`src/rtl/wb_sram_bridge_pkg.sv`:
```
// Shared constants for the Wishbone-to-SRAM bridge: FSM encoding, window
// defaults for the IRAM/DRAM macros and the SRAM data width.
package wb_sram_pkg;

  localparam int unsigned SRAM_DW   = 32;

  localparam logic [31:0] IRAM_BASE = 32'h3000_0000;
  localparam logic [31:0] DRAM_BASE = 32'h3000_0800;
  localparam logic [31:0] WIN_MASK  = 32'hFFFF_F800;

  localparam logic [1:0]  IDLE      = 2'd0;
  localparam logic [1:0]  ISSUE     = 2'd1;
  localparam logic [1:0]  RDWAIT    = 2'd2;
  localparam logic [1:0]  ACK       = 2'd3;

  typedef enum logic [1:0] {
    StIdle   = IDLE,
    StIssue  = ISSUE,
    StRdWait = RDWAIT,
    StAck    = ACK
  } state_e;

endpackage

```
`src/rtl/wb_sram_bridge_if.sv`:
```
// Wishbone classic slave-side bus bundle between the management core and the
// SRAM bridge.
interface wb_sram_bridge_if;
  import wb_sram_pkg::*;

  logic               wbs_stb_i;
  logic               wbs_cyc_i;
  logic               wbs_we_i;
  logic [3:0]         wbs_sel_i;
  logic [SRAM_DW-1:0] wbs_dat_i;
  logic [31:0]        wbs_adr_i;
  logic               wbs_ack_o;
  logic [SRAM_DW-1:0] wbs_dat_o;

  modport master (
    output wbs_stb_i, wbs_cyc_i, wbs_we_i, wbs_sel_i, wbs_dat_i, wbs_adr_i,
    input  wbs_ack_o, wbs_dat_o
  );

  modport slave (
    input  wbs_stb_i, wbs_cyc_i, wbs_we_i, wbs_sel_i, wbs_dat_i, wbs_adr_i,
    output wbs_ack_o, wbs_dat_o
  );

endinterface

```
`src/rtl/wb_sram_bridge.sv`:
```
// Wishbone classic responder driving port 0 of a 32x512 SRAM macro: one
// registered SRAM access per bus cycle, read latency absorbed, single-cycle ack.
module wb_sram_bridge
  import wb_sram_pkg::*;
#(
  parameter int unsigned ADDR_W    = 9,
  parameter logic [31:0] BASE_ADDR = IRAM_BASE,
  parameter logic [31:0] ADDR_MASK = WIN_MASK
) (
  input  logic               clk_i,
  input  logic               rstn_i,
  input  logic               en_i,
  wb_sram_bridge_if.slave    wbs,
  output logic               sram_clk0,
  output logic               sram_csb0,
  output logic               sram_web0,
  output logic [3:0]         sram_wmask0,
  output logic [ADDR_W-1:0]  sram_addr0,
  output logic [SRAM_DW-1:0] sram_din0,
  input  logic [SRAM_DW-1:0] sram_dout0
);

  state_e             r_state, w_state_d;
  logic               r_csb, w_csb_d;
  logic               r_web, w_web_d;
  logic [3:0]         r_wmask, w_wmask_d;
  logic [ADDR_W-1:0]  r_addr, w_addr_d;
  logic [SRAM_DW-1:0] r_din, w_din_d;
  logic [SRAM_DW-1:0] r_dat, w_dat_d;

  logic w_req;
  logic w_hit;

  assign w_req = wbs.wbs_cyc_i & wbs.wbs_stb_i;
  assign w_hit = (wbs.wbs_adr_i & ADDR_MASK) == BASE_ADDR;

  always_comb begin
    w_state_d = r_state;
    w_csb_d   = r_csb;
    w_web_d   = r_web;
    w_wmask_d = r_wmask;
    w_addr_d  = r_addr;
    w_din_d   = r_din;
    w_dat_d   = '0;
    unique case (r_state)
      StIdle: begin
        if (w_req) begin
          if (w_hit && en_i) begin
            w_state_d = StIssue;
            w_csb_d   = 1'b0;
            w_web_d   = ~wbs.wbs_we_i;
            w_wmask_d = wbs.wbs_we_i ? wbs.wbs_sel_i : 4'h0;
            w_addr_d  = wbs.wbs_adr_i[ADDR_W+1:2];
            w_din_d   = wbs.wbs_dat_i;
          end else begin
            // Miss or bridge disabled: answer with zero data, SRAM untouched.
            w_state_d = StAck;
          end
        end
      end
      StIssue: begin
        // The SRAM captures on this edge even if the master has given up.
        w_csb_d   = 1'b1;
        w_web_d   = 1'b1;
        w_wmask_d = 4'h0;
        if (!wbs.wbs_cyc_i) begin
          w_state_d = StIdle;
        end else if (!r_web) begin
          w_state_d = StAck;
        end else begin
          w_state_d = StRdWait;
        end
      end
      StRdWait: begin
        if (!wbs.wbs_cyc_i) begin
          w_state_d = StIdle;
        end else begin
          w_dat_d   = sram_dout0;
          w_state_d = StAck;
        end
      end
      StAck: begin
        w_state_d = StIdle;
      end
      default: begin
        w_state_d = StIdle;
      end
    endcase
  end

  always_ff @(posedge clk_i or negedge rstn_i) begin
    if (!rstn_i) begin
      r_state <= StIdle;
      r_csb   <= 1'b1;
      r_web   <= 1'b1;
      r_wmask <= 4'h0;
      r_addr  <= '0;
      r_din   <= '0;
      r_dat   <= '0;
    end else begin
      r_state <= w_state_d;
      r_csb   <= w_csb_d;
      r_web   <= w_web_d;
      r_wmask <= w_wmask_d;
      r_addr  <= w_addr_d;
      r_din   <= w_din_d;
      r_dat   <= w_dat_d;
    end
  end

  assign wbs.wbs_ack_o = (r_state == StAck) & wbs.wbs_cyc_i;
  assign wbs.wbs_dat_o = r_dat;

  assign sram_clk0   = clk_i;
  assign sram_csb0   = r_csb;
  assign sram_web0   = r_web;
  assign sram_wmask0 = r_wmask;
  assign sram_addr0  = r_addr;
  assign sram_din0   = r_din;

endmodule

```
`src/flat_wrapper.sv`:
```
// flat-port wrapper written by rule: the top's interface ports become plain ports
module wb_sram_bridge_flat import wb_sram_pkg::*;
#(
  parameter int unsigned ADDR_W    = 9,
  parameter logic [31:0] BASE_ADDR = IRAM_BASE,
  parameter logic [31:0] ADDR_MASK = WIN_MASK
)
  (clk_i, rstn_i, en_i, sram_clk0, sram_csb0, sram_web0, sram_wmask0, sram_addr0, sram_din0, sram_dout0, wbs_wbs_stb_i, wbs_wbs_cyc_i, wbs_wbs_we_i, wbs_wbs_sel_i, wbs_wbs_dat_i, wbs_wbs_adr_i, wbs_wbs_ack_o, wbs_wbs_dat_o);
  wb_sram_bridge_if wbs_i ();
  input  logic clk_i;
  input  logic rstn_i;
  input  logic en_i;
  output logic sram_clk0;
  output logic sram_csb0;
  output logic sram_web0;
  output logic [3:0] sram_wmask0;
  output logic [ADDR_W-1:0] sram_addr0;
  output logic [SRAM_DW-1:0] sram_din0;
  input  logic [SRAM_DW-1:0] sram_dout0;
  input wire logic [$bits(wbs_i.wbs_stb_i)-1:0] wbs_wbs_stb_i;
  input wire logic [$bits(wbs_i.wbs_cyc_i)-1:0] wbs_wbs_cyc_i;
  input wire logic [$bits(wbs_i.wbs_we_i)-1:0] wbs_wbs_we_i;
  input wire logic [$bits(wbs_i.wbs_sel_i)-1:0] wbs_wbs_sel_i;
  input wire logic [$bits(wbs_i.wbs_dat_i)-1:0] wbs_wbs_dat_i;
  input wire logic [$bits(wbs_i.wbs_adr_i)-1:0] wbs_wbs_adr_i;
  output wire logic [$bits(wbs_i.wbs_ack_o)-1:0] wbs_wbs_ack_o;
  output wire logic [$bits(wbs_i.wbs_dat_o)-1:0] wbs_wbs_dat_o;
  assign wbs_i.wbs_stb_i = wbs_wbs_stb_i;
  assign wbs_i.wbs_cyc_i = wbs_wbs_cyc_i;
  assign wbs_i.wbs_we_i = wbs_wbs_we_i;
  assign wbs_i.wbs_sel_i = wbs_wbs_sel_i;
  assign wbs_i.wbs_dat_i = wbs_wbs_dat_i;
  assign wbs_i.wbs_adr_i = wbs_wbs_adr_i;
  assign wbs_wbs_ack_o = wbs_i.wbs_ack_o;
  assign wbs_wbs_dat_o = wbs_i.wbs_dat_o;
  wb_sram_bridge #(.ADDR_W(ADDR_W), .BASE_ADDR(BASE_ADDR), .ADDR_MASK(ADDR_MASK)) u_core (.clk_i(clk_i), .rstn_i(rstn_i), .en_i(en_i), .wbs(wbs_i), .sram_clk0(sram_clk0), .sram_csb0(sram_csb0), .sram_web0(sram_web0), .sram_wmask0(sram_wmask0), .sram_addr0(sram_addr0), .sram_din0(sram_din0), .sram_dout0(sram_dout0));
endmodule
```
`config.mk`:
```
export PLATFORM = sky130hd
export DESIGN_NAME = wb_sram_bridge_flat
export DESIGN_NICKNAME = d
export VERILOG_FILES = /design/src/rtl/wb_sram_bridge_pkg.sv /design/src/rtl/wb_sram_bridge_if.sv /design/src/rtl/wb_sram_bridge.sv /design/src/flat_wrapper.sv
export SDC_FILE = /design/constraint.sdc
export NUM_CORES = 1
export LEC_CHECK = 0
export ABC_AREA = 1
export CAP_MARGIN = 20
export CORE_UTILIZATION = 25
export CTS_CLUSTER_DIAMETER = 150
export CTS_CLUSTER_SIZE = 28
export DETAILED_ROUTE_END_ITERATION = 10
export PLACE_DENSITY = 0.55
export SETUP_SLACK_MARGIN = 0.2
export SYNTH_ARGS = -nofsm -noshare
export SYNTH_HDL_FRONTEND = slang
export SYNTH_SLANG_ARGS = --single-unit
```
`constraint.sdc`:
```
create_clock -name clk_i -period 1.95 [get_ports clk_i]
set_input_delay 0.39 -clock clk_i [delete_from_list [all_inputs] [get_ports clk_i]]
set_output_delay 0.39 -clock clk_i [all_outputs]
set_load 0.05 [all_outputs]
```
# After elaboration in Yosys (flattened, before gate mapping)
# Cells that the tools add are included.
# W data, S select, Z words.
[totals]
ff_bits = 81
in_bits = 106
[classes]
n_reduce_logical = 5
n_bitwise = 3
mux = 18
eq_ne = 6
[op_table]
columns = ["operator", "count"]
rows = [
  ["$mux W32", 2],
  ["$eq A21 B19 Y1 const B", 1],
  ["$mux W4", 3],
  ["$mux W2", 4],
  ["$pmux W2 S4", 1],
  ["$pmux W4 S2", 1],
  ["$reduce_and A3 Y1", 2],
  ["$mux W1", 5],
  ["$eq A2 B2 Y1 const B", 2],
  ["$ne A2 B1 Y1 const B", 2],
  ["$pmux W1 S2", 2],
  ["$and A1 B1 Y1", 2],
  ["$eq A2 B1 Y1 const B", 1],
  ["$logic_not A2 Y1", 1],
  ["$reduce_bool A2 Y1", 1],
  ["$logic_and A1 B1 Y1", 1],
  ["$not A1 Y1", 1],
]

# Logic depth before layout (Yosys ltp)
[depth]
depth_word = 5
ltp_mapped = 9

==> results.md <==
* Status: finished, final reports clean
* Synth cell types at 21
* Insertion delay to the later sink of the worst-skew pair at 0.44 ns
* #FFs+latches synth at 81
* Syn_nets at 498
* Area of the mapped netlist at 3410 um^2
* Cells on Worst Hold Path at 3
* Hpwl dp at 7220 um
* Crit. End Element: output pin
* Cell Rows at 42
* Worst slew margin at 64.3%
* Layout cells sized above 1 at 8.89%
* Critical path class: clk -> out
* Post-route ant nets at 0
* Number of iterations in the first detailed-routing pass at 4
* Adder-cell share of the synthesized area at 0%
* Power per cell area at 853 nW/um^2
* Peak VDD IR at 0.00125 V
* Reg-to-reg setup timing slack at 0.47 ns
* First-pass GRT wire length at 16700 um
* Total routed wirelength at 10100 um
* Die X-Extent at 119 um
* Ant. Diodes at 0
* Fin. max-slew vios at 0
* Vias per cell at 4.23
* Initial Util at 25.7%
* Vias in the first global route at 3297
* Largest family of logic cells by synthesized area: simple AND/OR/NAND/NOR gates
* Max Cap Violations at 0
* Final core utilization at 43.8%
* Worst R2R Start: u_core.r_state[0]
* Clock Skews at 0.00485 ns
* GRT Total Usage at 15.3%
* Actual slew at the worst max-slew pin at 0.537 ns
* Vias at 3219
* CTS tree: built
* Startpoint types: clock port
* Final Hold Vio Count at 0
* Initial antenna violation count at 0
* Register area share after synthesis at 59.4%
* Post-Synth Simple-Gate Area at 30.4%
* Worst-path clk slew at 0.06 ns
* Post-route insts no fill at 761
* R2R Path End: u_core.sram_din0[2]
* CP Data Required Time at 1.56 ns
* Gpl congestion at 0.774
* Top_reg_cell synth: dfrtp_1
* Setup bufs post-CTS at 0
* I/O pin total at 187
* Multiplexer area fraction after synthesis at 0%
* Hold Path Sink: u_core.r_state[0]
* Placed cells at 741
* Cells on worst reg2reg path at 5
* Post-route DRC at 0
* Cell count after synthesis at 392
* DIE AREA at 14100 um^2
* Core area at 13300 um^2
* Synth Warn # at 0
* CP arrival at 1.38 ns
* GRT overflow at 0
* RSZ-0062 raised after global routing: yes
* Iter 0 DRT Violations at 177
* Die height at 119 um
* Post-Synth XOR/XNOR Area at 0%
* EDFF count, synth at 0
* Largest net degree at the start of global routing at 52
* Routed wire per std cell at 13.2 um
* Syn_area_per_cell at 8.71 um^2
* Compound-cell area share of the yosys netlist at 0.696%
* Asr flop ratio synth at 100%
* Hold_sp: wbs_wbs_cyc_i
* Static Leak at 3.17 nW
* IO buf count at 184
* Final Setup Violations at 0
* Hold Path Class: in -> reg
* Critical path peak fanout at 2
* Area delta synth->final at 70.5%
* Fin nets at 686
[Yosys cell counts (2+ instances only)]
cell      count  area (um^2)
clkbuf_1      9         33.8
dfstp_2       2         52.6
dfrtp_1      79         1980
buf_2         7         35.0
inv_2         2         7.51
nand3_1      15         75.1
nand2_1     109          409
inv_1        52          195
a21oi_1       2         10.0
nor2_1       60          225
nand4_1      42          263
buf_6         4         45.0
[power by group]
| group | switching (mW) | leakage, nW | internal [mW] |
|---|---|---|---|
| Combinational | 0.618 | 1.86 | 0.359 |
| Sequential | 0.0445 | 1.11 | 1.78 |
| Clock | 0.787 | 0.192 | 1.38 |
[critical path, cell delays in order]
cell	delay, ns
clkbuf_16	0.12
clkbuf_16	0.13
clkbuf_16	0.16
[through the flow]
stage          area [um^2]  power, mW  setup slack, ns  hold slack [ns]  setup TNS, ns
2_1_floorplan         3410       2.47            0.418           0.0944              0
3_3_place_gp          5480       2.98          -0.0871            0.394        -0.0871
3_5_place_dp          5480       2.99          -0.0871            0.393        -0.0880
4_1_cts               5800       5.04            0.174            0.434              0
5_1_grt               5820       5.21            0.171            0.365              0
6_report              5820       4.97            0.176            0.330              0
[metal layers]
layer,wire length [um],global-route usage (%),vias to the layer above
li1,-,-,1597
met1,4300,18.4,1472
met2,4420,22.7,137
met3,1160,7.71,13
met4,182,6.80,0
met5,0,0,-
[layout by cell type, fill, tap and decap left out, types with 2 or more instances in the layout]
cell	instances
a21oi_1	2
buf_12	6
buf_4	13
clkbuf_1	2
clkbuf_16	13
clkbuf_2	4
clkdlybuf4s15_1	33
clkdlybuf4s50_1	101
dfrtp_1	79
dfstp_2	2
dlygate4sd2_1	35
inv_1	52
inv_2	2
nand2_1	109
nand3_1	15
nand4_1	42
nor2_1	59
[final cells by class]
cell class | count | area (um^2)
Inverter | 54 | 203
Multi-Input combinational cell | 236 | 1060
Clock inverter | 4 | 51.3
Tap cell | 176 | 220
Sequential cell | 81 | 2030
Timing Repair Buffer | 194 | 1910
Clock buffer | 16 | 347
Fill cell | 1345 | 7470
[registers in the layout, indices dropped and copies added, names as in the netlist]
| register | count |
|---|---|
| u_core.sram_csb0 | 1 |
| u_core.wbs.wbs_dat_o | 32 |
| u_core.sram_web0 | 1 |
| u_core.sram_addr0 | 9 |
| u_core.sram_wmask0 | 4 |
| u_core.r_state | 2 |
| u_core.sram_din0 | 32 |
[cell families (layout without fill, tap and decap cells)]
logic type,Yosys count,after routing
buffers and inverters,75,268
DFF,81,81
AOI/OAI and AO/OA,4,4
and+or+nand+nor,232,232
[worst max-delay path by stage]
| stage | start | endpoint | slack [ns] | cells after the start |
|---|---|---|---|---|
| after floorplan | clk_i | sram_clk0 | 0.42 | 1 |
| after global placement | clk_i | sram_clk0 | -0.09 | 1 |
| after detailed placement | clk_i | sram_clk0 | -0.09 | 1 |
| after CTS | clk_i | sram_clk0 | 0.17 | 3 |
| after global routing | clk_i | sram_clk0 | 0.17 | 3 |
| final | clk_i | sram_clk0 | 0.18 | 3 |
[what timing repair did]
action / in CTS / in global routing
pin swaps: 0 / 0
hold buffers: 1 / 0
hold endpoints to repair: 79 / 0
setup endpoints to repair: 74 / 38
resized for setup: 79 / 38
Power figures use the tool's default switching activity.
